$ cat src/rtl/mem_port_arbiter_pkg.sv
// Shared definitions for the memory-port arbiter and its selector.
package mem_port_arbiter_pkg;

    localparam int MAX_CLIENTS = 8;

    typedef enum logic [1:0] {
        ST_IDLE = 2'd0,
        ST_WAIT = 2'd1,
        ST_DONE = 2'd2
    } state_t;

    // Ceiling log2, never below 1 so it can size a vector directly.
    function automatic int clog2(input int value);
        int result;
        result = 0;
        while ((1 << result) < value) begin
            result++;
        end
        if (result < 1) begin
            result = 1;
        end
        return result;
    endfunction

endpackage

$ cat src/rtl/mem_port_arbiter_rr_select.sv
// Combinational requester selector: fixed priority or round-robin from a pointer.
module rr_select
    import mem_port_arbiter_pkg::*;
#(
    parameter int NUM_CLIENTS = 3,
    parameter bit RR_MODE     = 1'b1,
    localparam int IDX_W      = clog2(NUM_CLIENTS)
) (
    input  logic [NUM_CLIENTS-1:0] req,
    input  logic [IDX_W-1:0]       ptr,
    output logic [NUM_CLIENTS-1:0] grant,
    output logic [IDX_W-1:0]       idx,
    output logic                   valid
);

    localparam logic [IDX_W:0] N_EXT = (IDX_W+1)'(NUM_CLIENTS);

    logic [IDX_W-1:0]       start;
    logic [NUM_CLIENTS-1:0] req_rot;
    logic [IDX_W-1:0]       off;
    logic [IDX_W:0]         sum;

    // Rotating the request vector so the search always scans from bit 0.
    assign start   = RR_MODE ? ptr : '0;
    assign req_rot = NUM_CLIENTS'({req, req} >> start);

    // First set bit of the rotated vector, mapped back to a client index.
    always_comb begin
        off   = '0;
        valid = 1'b0;
        for (int i = 0; i < NUM_CLIENTS; i++) begin
            if (!valid && req_rot[i]) begin
                valid = 1'b1;
                off   = IDX_W'(i);
            end
        end
        sum = {1'b0, start} + {1'b0, off};
        if (sum >= N_EXT) begin
            sum = sum - N_EXT;
        end
        idx   = sum[IDX_W-1:0];
        grant = '0;
        for (int i = 0; i < NUM_CLIENTS; i++) begin
            grant[i] = valid && (idx == IDX_W'(i));
        end
    end

endmodule

$ cat src/rtl/mem_port_arbiter.sv
// Multi-client front-end onto one variable-latency memory port.
//
// state   | meaning
// --------+-------------------------------------------------------------
// ST_IDLE | no transaction; arbitrate and latch the winner's request
// ST_WAIT | mem_req high, waiting for mem_ack or timeout
// ST_DONE | one-cycle cli_done (and cli_err on abort) to the winner
module mem_port_arbiter
    import mem_port_arbiter_pkg::*;
#(
    parameter int NUM_CLIENTS = 3,
    parameter int ADDR_W      = 19,
    parameter int DATA_W      = 8,
    parameter bit RR_MODE     = 1'b1,
    parameter int TIMEOUT_CYC = 1024,
    localparam int IDX_W      = clog2(NUM_CLIENTS)
) (
    input  logic                          clk,
    input  logic                          rst,
    input  logic [NUM_CLIENTS-1:0]        cli_req,
    input  logic [NUM_CLIENTS-1:0]        cli_we,
    input  logic [NUM_CLIENTS*ADDR_W-1:0] cli_addr,
    input  logic [NUM_CLIENTS*DATA_W-1:0] cli_wdata,
    output logic [NUM_CLIENTS-1:0]        cli_done,
    output logic [NUM_CLIENTS-1:0]        cli_err,
    output logic [DATA_W-1:0]             cli_rdata,
    output logic                          mem_req,
    output logic                          mem_we,
    output logic [ADDR_W-1:0]             mem_addr,
    output logic [DATA_W-1:0]             mem_wdata,
    input  logic                          mem_ack,
    input  logic [DATA_W-1:0]             mem_rdata,
    output logic                          busy,
    output logic [IDX_W-1:0]              grant_idx
);

    localparam int TMO_W = clog2(TIMEOUT_CYC + 1);
    localparam logic [TMO_W-1:0] TMO_LAST = TMO_W'((TIMEOUT_CYC > 0) ? TIMEOUT_CYC - 1 : 0);
    localparam logic [TMO_W-1:0] TMO_MAX  = TMO_W'(TIMEOUT_CYC);
    localparam logic [IDX_W-1:0] IDX_LAST = IDX_W'(NUM_CLIENTS - 1);

    state_t                 state;
    logic [IDX_W-1:0]       rr_ptr;
    logic [TMO_W-1:0]       tmo_cnt;
    logic [NUM_CLIENTS-1:0] gnt_oh;
    logic [NUM_CLIENTS-1:0] sel_grant;
    logic [IDX_W-1:0]       sel_idx;
    logic                   sel_valid;
    logic                   timeout_hit;
    logic [ADDR_W-1:0]      addr_arr  [NUM_CLIENTS];
    logic [DATA_W-1:0]      wdata_arr [NUM_CLIENTS];

    for (genvar g = 0; g < NUM_CLIENTS; g++) begin : g_unpack
        assign addr_arr[g]  = cli_addr[g*ADDR_W +: ADDR_W];
        assign wdata_arr[g] = cli_wdata[g*DATA_W +: DATA_W];
    end

    rr_select #(
        .NUM_CLIENTS (NUM_CLIENTS),
        .RR_MODE     (RR_MODE)
    ) u_rr_select (
        .req   (cli_req),
        .ptr   (rr_ptr),
        .grant (sel_grant),
        .idx   (sel_idx),
        .valid (sel_valid)
    );

    // A zero TIMEOUT_CYC disables the abort path entirely.
    assign timeout_hit = (TIMEOUT_CYC != 0) && (tmo_cnt == TMO_LAST);

    // Arbitration FSM; every output is a register so mem_req drops on reset alone.
    always_ff @(posedge clk or posedge rst) begin
        if (rst) begin
            state     <= ST_IDLE;
            rr_ptr    <= '0;
            tmo_cnt   <= '0;
            gnt_oh    <= '0;
            grant_idx <= '0;
            busy      <= 1'b0;
            mem_req   <= 1'b0;
            mem_we    <= 1'b0;
            mem_addr  <= '0;
            mem_wdata <= '0;
            cli_done  <= '0;
            cli_err   <= '0;
            cli_rdata <= '0;
        end else begin
            cli_done <= '0;
            cli_err  <= '0;
            case (state)
                ST_IDLE: begin
                    if (sel_valid) begin
                        state     <= ST_WAIT;
                        grant_idx <= sel_idx;
                        gnt_oh    <= sel_grant;
                        rr_ptr    <= (sel_idx == IDX_LAST) ? '0 : sel_idx + IDX_W'(1);
                        mem_req   <= 1'b1;
                        mem_we    <= cli_we[sel_idx];
                        mem_addr  <= addr_arr[sel_idx];
                        mem_wdata <= wdata_arr[sel_idx];
                        tmo_cnt   <= '0;
                        busy      <= 1'b1;
                    end
                end
                ST_WAIT: begin
                    if (mem_ack) begin
                        state    <= ST_DONE;
                        mem_req  <= 1'b0;
                        cli_done <= gnt_oh;
                        if (!mem_we) begin
                            cli_rdata <= mem_rdata;
                        end
                    end else if (timeout_hit) begin
                        state    <= ST_DONE;
                        mem_req  <= 1'b0;
                        cli_done <= gnt_oh;
                        cli_err  <= gnt_oh;
                    end else if (tmo_cnt != TMO_MAX) begin
                        tmo_cnt <= tmo_cnt + TMO_W'(1);
                    end
                end
                ST_DONE: begin
                    state <= ST_IDLE;
                    busy  <= 1'b0;
                end
                default: begin
                    state   <= ST_IDLE;
                    busy    <= 1'b0;
                    mem_req <= 1'b0;
                end
            endcase
        end
    end

endmodule

$ cat config.mk
export PLATFORM = sky130hd
export DESIGN_NAME = mem_port_arbiter
export DESIGN_NICKNAME = d
export VERILOG_FILES = /design/src/rtl/mem_port_arbiter_pkg.sv /design/src/rtl/mem_port_arbiter_rr_select.sv /design/src/rtl/mem_port_arbiter.sv
export SDC_FILE = /design/constraint.sdc
export NUM_CORES = 1
export LEC_CHECK = 0
export CAP_MARGIN = 20
export CELL_PAD_IN_SITES_DETAIL_PLACEMENT = 1
export CELL_PAD_IN_SITES_GLOBAL_PLACEMENT = 1
export CORE_AREA = 3 3 104 106
export DETAILED_ROUTE_END_ITERATION = 8
export DIE_AREA = 0 0 107 109
export MAX_ROUTING_LAYER = met4
export PLACE_DENSITY_LB_ADDON = 0.1
export SLEW_MARGIN = 10
export SYNTH_ARGS = -nofsm -noshare
export SYNTH_HDL_FRONTEND = slang
export SYNTH_SLANG_ARGS = --single-unit
export TNS_END_PERCENT = 1
$ cat constraint.sdc
create_clock -name clk -period 8.18 [get_ports clk]
set_clock_uncertainty 0.1 [all_clocks]
set_input_delay 1.636 -clock clk [delete_from_list [all_inputs] [get_ports clk]]
set_output_delay 1.636 -clock clk [all_outputs]
set_load 0.05 [all_outputs]
==> metrics.md, run 1 <==
| Metric | Value |
|---|---|
| Worst Max-Slew Pin Slew | `1.07 ns` |
| Wirelength per Cell | `18.8 um` |
| Slack of the critical path | `3.41 ns` |
| Core area | `slightly below 10000 um2` |
| Avg Inst Size Synth | `10.2 um2` |
| Mapped Cells | `roughly 330` |
| Setup TNS Final | `0 ns` |
| Placed wire-length estimate | `8370 um` |
| Die Height | `109 um` |
| CTS Buf Count | `9` |
| First-pass GRT wire length | `18700 um` |
| Buffer count from post-CTS setup fixing | `0` |
| Syn-to-layout area delta | `53.2%` |
| CTS Buffer Depth | `2` |
| Hold Path Class | `reg -> reg` |
| Slew margin rel. | `28.3%` |
| Antenna Diode Count | `0` |
| Vias in the first global route | `3539` |
| Clk Latency, worst-skew pair | `0.33 ns` |
| Fin crit share | `58.4%` |
| I/O pins | `144` |
| Clock network power share | `between 10% and 20%` |
| Total wire length | `roughly 11000 um` |
| Clock slew seen by the registers of the worst setup and hold paths | `0.07 ns` |
| Routed via count | `3191` |
| Most used DFF post-synth | `dfrtp_1` |
| Ranking of synthesized cells by area | `dfrtp_1, mux2i_1, o211ai_1, nand3_1, nand2_1` |
| TritonRoute pass-1 iters | `4` |
| Die width | `around 110 um` |
| Sw Ratio | `49.7%` |
| Status | `completed` |
| RSZ-0062 raised after global routing | `false` |
| Crit Path Class | `in -> reg` |
| Post-synth EDFFs | `0` |
| CTS Sinks | `64` |
| Die area | `11700 um2` |
| CTS Hold Bufs | `0` |
| Yosys cell types | `between 50 and 60` |
| Max VDD drop | `between 0.2 and 0.3 mV` |
| WHS | `0.393 ns` |
| Worst setup EP type | `flip-flop` |
| Yosys top cell area share | `47.4%` |
| Net Count, Synth | `435` |
| Fin. max-slew vios | `0` |
| Post-synth ARST share | `100%` |
| Initial antenna violation count | `0` |
| Seq pwr share | `21.7%` |
| Signal arrival time at the worst endpoint | `4.88 ns` |
| Largest net degree at the start of global routing | `65` |
| Crit path time final | `4.77 ns` |
| CTS HTree Levels | `3` |
| Root Buffer Master | `clkbuf_8` |
| Sequential-to-total area share from yosys stat | `approximately 47%` |
| Crit path launch type | `input pin` |
| Initial core utilization | `between 30% and 40%` |
| Detailed router's first-iteration violation count | `91` |
| Fillers | `between 1000 and 1500` |
| DRC | `0` |
| Total gr overflow | `0` |
| Power per cell area | `~470 nW/um2` |
| GRT Overall Usage | `21.2%` |
| Synth Register Bits | `64` |
| GP Congestion | `approximately 0.82` |
| Final setup viols | `0` |
| Max FO, Critical Path | `25` |
| Via/cell ratio | `approximately 5.2` |
| Pint | `approximately 1200 uW` |
| Switch Pwr | `1210 uW` |
| Row count | `36` |
| Syn Std Cell Area | `3380 um2` |
| WP data required | `8.28 ns` |
| I/O Buffers | `roughly 140` |
| Total Power | `around 2400 uW` |
| P_leak | `around 0.0022 uW` |
| Yosys Warn Count | `0` |
| Final ANT Viol Nets | `0` |
| Final hold viol count | `0` |
| Final nets | `575` |
| Layout cells sized above 1 | `approximately 8.4%` |
| Combinational fraction of design power | `65.7%` |
| Max Cap Viol | `0` |
| Largest area contributor in the netlist | `dfrtp_1` |
| Max Clk Rate | `roughly 210 MHz` |
| Finished Core Util | `52.4%` |
| CTS tree | `done` |
| CTS resizes | `0` |
| Place WS | `3.03 ns` |
## layout by cell type (no fill, tap or decap), types with 3 or more instances in the layout
cell,Yosys,routed
nor2b_1,3,3
buf_4,0,6
mux2_2,8,8
or3_1,4,4
and3_1,6,6
a21oi_1,3,3
nand2b_1,4,4
dfrtp_1,64,64
inv_1,14,13
nor2_1,5,5
a31oi_1,3,3
mux2i_1,29,29
clkdlybuf4s50_1,0,143
nand2_1,40,40
nand3_1,34,34
o211ai_1,34,34
o21ai_0,7,7
ha_1,4,4
and2_1,5,5
clkbuf_8,0,10
clkbuf_1,12,3
## cells in the mapped netlist (5+ instances only)
master	instances
dfrtp_1	64
nand2_1	40
nand3_1	34
o211ai_1	34
mux2i_1	29
inv_1	14
clkbuf_1	12
mux2_2	8
buf_2	7
o21ai_0	7
and3_1	6
and2_1	5
nor2_1	5
## cells by family (layout without fill, tap and decap cells)
kind of cell             Yosys count  in the layout  synth area share [%]
buffers and inverters             34            179                  4.26
AND/OR/NAND/NOR                  122            122                  19.6
multiplexers                      37             37                  11.3
flip-flops                        64             64                  47.4
AO/OA/AOI/OAI                     70             70                  15.3
adder cells (fa/ha/maj)            5              5                  2.08
## path summary, 6_finish.rpt
| check | startpoint | end | cells after the start | slack [ns] |
|---|---|---|---|---|
| worst max-delay path | cli_req[0] | mem_wdata[3]$_DFFE_PP0P_ | 13 | 3.41 |
| worst min-delay path | gnt_oh[2]$_DFFE_PP0P_ | gnt_oh[2]$_DFFE_PP0P_ | 2 | 0.39 |
| worst max register to register | rr_ptr[0]$_DFFE_PP0P_ | mem_wdata[3]$_DFFE_PP0P_ | 12 | 4.72 |
| worst min register to register | gnt_oh[2]$_DFFE_PP0P_ | gnt_oh[2]$_DFFE_PP0P_ | 2 | 0.39 |
| max in group asynchronous | rst | cli_rdata[3]$_DFFE_PP0P_ | 3 | 5.67 |
| min in group asynchronous | rst | cli_rdata[0]$_DFFE_PP0P_ | 3 | 1.78 |
## layout make-up
| type | count | area (um2) | share of cell area [%] |
|---|---|---|---|
| multi-input cells | 234 | 1660 | 32.1 |
| flip-flops and latches | 64 | 1600 | 31.0 |
| repair buffers | 149 | 1480 | 28.5 |
| well taps | 133 | 166 | 3.22 |
| clock buffers | 13 | 149 | 2.88 |
| clock inverters | 3 | 65.1 | 1.26 |
| inverters | 14 | 52.6 | 1.02 |
## power by group through the flow
| stage | clock network (uW) | registers [uW] | logic (uW) |
|---|---|---|---|
| floorplan | 0 | 858 | 757 |
| global placement | 0 | 527 | 1580 |
| detailed placement | 0 | 530 | 1610 |
| CTS | 310 | 528 | 1620 |
| global route | 327 | 548 | 1720 |
| finish | 304 | 526 | 1590 |
## worst max-delay path: stages
cell and delay (ns):
clkdlybuf4s50_1 0.56, nand2b_1 0.08, o221ai_1 0.19, o21a_1 0.16, ha_1 0.13, inv_1 0.04, fa_1 0.52, inv_1 0.05
ha_1 0.37, o21ai_4 0.30, buf_4 0.45, mux2i_1 0.26, o211ai_1 0.10
## per-layer routing
metal	part of all wire [%]	GRT usage, %
met1	42	25.2
met2	49	34.4
met3	7.5	6.93
met4	1.6	6.58
met5	0	-
## flip-flops by register name, indices dropped and copies added (netlist names)
signal	cells
cli_rdata	8
rr_ptr	2
busy	1
mem_req	1
tmo_cnt	11
mem_we	1
cli_err	3
grant_idx	2
mem_addr	19
gnt_oh	3
mem_wdata	8
cli_done	3
state	2
## metrics by stage
step                      area, um2  instances
after floorplan                3380        332
after detailed placement       4960        594
after global routing           5170        610
final                          5170        610
after CTS                      5170        610
after global placement         4960        594
No activity file was read; power rests on OpenSTA's default activity.
==> inputs of run 2 (changes only) <==
--- a/config.mk
+++ b/config.mk
@@ -8,9 +8,9 @@
 export CAP_MARGIN = 20
 export CELL_PAD_IN_SITES_DETAIL_PLACEMENT = 1
 export CELL_PAD_IN_SITES_GLOBAL_PLACEMENT = 1
-export CORE_AREA = 3 3 104 106
+export CORE_AREA = 3 3 114 116
 export DETAILED_ROUTE_END_ITERATION = 8
-export DIE_AREA = 0 0 107 109
+export DIE_AREA = 0 0 117 119
 export MAX_ROUTING_LAYER = met4
 export PLACE_DENSITY_LB_ADDON = 0.1
 export SLEW_MARGIN = 10
==> constraint.sdc (replaced) <==
create_clock -name clk -period 4.25 [get_ports clk]
set_clock_uncertainty 0.1 [all_clocks]
set_input_delay 0.85 -clock clk [delete_from_list [all_inputs] [get_ports clk]]
set_output_delay 0.85 -clock clk [all_outputs]
set_load 0.05 [all_outputs]
==> run 2 against run 1 <==
Net effect: sequential power rose by 92%; clock power rose by 150%; routed wire length rose by 1.2%; setup slack got worse by 2.9 ns; largest power group unchanged; hold slack got worse by 0.0062 ns; global-route usage fell by 3.3 points; final cell count rose by 2.5%; count of clock-buffer cells in the layout fell by 3; combinational power rose by 100%; core utilization fell by 8.0 points; highest routed layer unchanged; die area rose by 19%; critical endpoint is now mem_wdata[4]$_DFFE_PP0P_.
==> metrics.md, run 2 (synthesis results as in run 1) <==
| Metric | Value |
|---|---|
| Met1 WL | `4940 um (was 4780 um)` |
| Clk Latency, worst-skew pair | `0.33 ns (about the same)` |
| Final hold viol count | `0 (unchanged)` |
| Met2 Routed Length | `5480 um (was 5640 um)` |
| First-pass GRT wire length | `18800 um (was 18700 um)` |
| Signal arrival time at the worst endpoint | `3.83 ns (was 4.88 ns)` |
| Max FO, Critical Path | `30 (was 25)` |
| GP Congestion | `0.819 (was 0.823)` |
| Max VDD drop | `0.509 mV (was 0.292 mV)` |
| Top Layer Used | `met4 (unchanged)` |
| Fillers | `1346 (was 1093)` |
| Slew margin rel. | `31.4% (was 28.3%)` |
| DRC | `0 (unchanged)` |
| Crit path time final | `3.72 ns` |
| Flip-flop and latch area | `1600 um2 (unchanged)` |
| Hold Path Class | `reg -> reg (unchanged)` |
| Die area | `13900 um2 (was 11700 um2)` |
| GRT Overall Usage | `17.9% (was 21.2%)` |
| Syn-to-layout area delta | `57.9% (was 53.2%)` |
| CTS HTree Levels | `3 (unchanged)` |
| Die width | `117 um (was 107 um)` |
| CTS Hold Bufs | `0 (unchanged)` |
| WHS | `0.387 ns (was 0.393 ns)` |
| Die Height | `119 um (was 109 um)` |
| Reg with most FFs | `mem_addr (unchanged)` |
| Place WS | `0.197 ns (was 3.03 ns)` |
| Clock slew seen by the registers of the worst setup and hold paths | `0.06 ns (was 0.07 ns)` |
| Fin crit share | `a little under 90%` |
| Fin. max-slew vios | `0 (unchanged)` |
| Commonest non-fill, non-tap cell in the layout | `clkdlybuf4s50_1 (unchanged)` |
| Max reg flops | `19 (unchanged)` |
| Layout cells sized above 1 | `9.21% (was 8.39%)` |
| TritonRoute pass-1 iters | `4 (unchanged)` |
| Final setup viols | `0 (unchanged)` |
| Core area | `12000 um2 (was 9860 um2)` |
| I/O Buffers | `143 (unchanged)` |
| Worst Max-Slew Pin Slew | `1.03 ns (was 1.07 ns)` |
| Initial antenna violation count | `0 (unchanged)` |
| P_leak | `0.00225 uW (was 0.00218 uW)` |
| CTS tree | `done (unchanged)` |
| Buffer count from post-CTS setup fixing | `0 (unchanged)` |
| Detailed router's first-iteration violation count | `171 (was 91)` |
| Most frequent cells in the layout | `clkdlybuf4s50_1, dfrtp_1, nand2_1 (unchanged)` |
| Placed wire-length estimate | `8580 um (was 8370 um)` |
| Slack of the critical path | `0.535 ns (was 3.41 ns)` |
| CTS Buffer Depth | `2 (unchanged)` |
| I/O pins | `144 (unchanged)` |
| Largest net degree at the start of global routing | `39 (was 65)` |
| Setup TNS Final | `0 ns (unchanged)` |
| Max Cap Viol | `0 (unchanged)` |
| Antenna Diode Count | `0 (unchanged)` |
| Root Buffer Master | `clkbuf_16 (was clkbuf_8)` |
| Top Registers | `mem_addr (19), tmo_cnt (11) (unchanged)` |
| Crit Path Class | `in -> reg (unchanged)` |
| Wirelength per Cell | `18.6 um (was 18.8 um)` |
| CTS Buf Count | `9 (unchanged)` |
| Routed wl met3 | `991 um (was 866 um)` |
| Crit path launch type | `input pin (unchanged)` |
| CTS Sinks | `64 (unchanged)` |
| Vias in the first global route | `3544 (was 3539)` |
| Max Clk Rate | `269 MHz` |
| Initial core utilization | `28.1% (was 34.2%)` |
| WP data required | `4.36 ns (was 8.28 ns)` |
| Status | `completed (unchanged)` |
| RSZ-0062 raised after global routing | `false (unchanged)` |
| CTS resizes | `0 (unchanged)` |
| Final nets | `576 (was 575)` |
| Routed via count | `3198 (was 3191)` |
| Final ANT Viol Nets | `0 (unchanged)` |
| Total wire length | `11600 um (was 11500 um)` |
| Power per cell area | `932 nW/um2 (was 468 nW/um2)` |
| Row count | `40 (was 36)` |
| Worst setup EP type | `flip-flop (unchanged)` |
| Via/cell ratio | `5.12 (was 5.23)` |
| Total gr overflow | `0 (unchanged)` |
| Area of the multi-input gates | `1660 um2 (unchanged)` |
| Total Power | `4970 uW (was 2420 uW)` |
## run 2: changes by cell type in the layout (fill, tap and decap cells not counted)
cell       change
clkbuf_16      +9
clkbuf_8       -9
buf_12         +4
buf_4          -3
clkbuf_1       -3
clkinv_2       +3
bufinv_16      -1
clkinv_4       +1
## run 2: report_power, final
group	switching (uW)	internal, uW
registers	153	860
logic	1960	1250
clock network	278	466
## run 2: path summary, 6_finish.rpt
path	slack, ns	cells past startpoint	end	from
setup reg to reg	1.05	12	mem_wdata[4]$_DFFE_PP0P_	rr_ptr[0]$_DFFE_PP0P_
min in group asynchronous	0.91	2	cli_rdata[2]$_DFFE_PP0P_	rst
max in group asynchronous	2.40	3	mem_addr[13]$_DFFE_PP0P_	rst
setup / recovery	0.53	13	mem_wdata[4]$_DFFE_PP0P_	cli_req[1]
hold / removal	0.39	2	gnt_oh[2]$_DFFE_PP0P_	gnt_oh[2]$_DFFE_PP0P_
hold reg to reg	0.39	2	gnt_oh[2]$_DFFE_PP0P_	gnt_oh[2]$_DFFE_PP0P_
## run 2: cell type report
class | count | area share (%)
Tap cell | 147 | 3.45
Timing Repair Buffer | 150 | 28.8
Clock buffer | 10 | 4.48
Clock inverter | 6 | 1.10
Inverter | 14 | 0.986
Multi-Input combinational cell | 234 | 31.2
Sequential cell | 64 | 30.0
## run 2: critical path, stage by stage
cell and delay, ns:
clkdlybuf4s50_1 0.57, nand2_1 0.08, o221ai_1 0.18, o21a_1 0.15, ha_1 0.13, inv_1 0.05
fa_1 0.54, inv_1 0.06, ha_1 0.37, o21ai_4 0.20, buf_12 0.25, mux2i_1 0.26
o211ai_1 0.10
## run 2: through the flow
stage | util, % | cells | area (um2)
finish | 44.4 | 625 | 5330
global placement | 41.9 | 609 | 5030
floorplan | - | 332 | 3380
global route | 44.4 | 625 | 5330
CTS | 44.4 | 625 | 5330
detailed placement | 41.9 | 609 | 5030
## run 2: layer usage
layer / GRT usage, % / vias up
met5: - / -
met4: 5.81 / 0
met3: 7.52 / 17
met2: 27.3 / 109
met1: 21.4 / 1564
li1: - / 1508
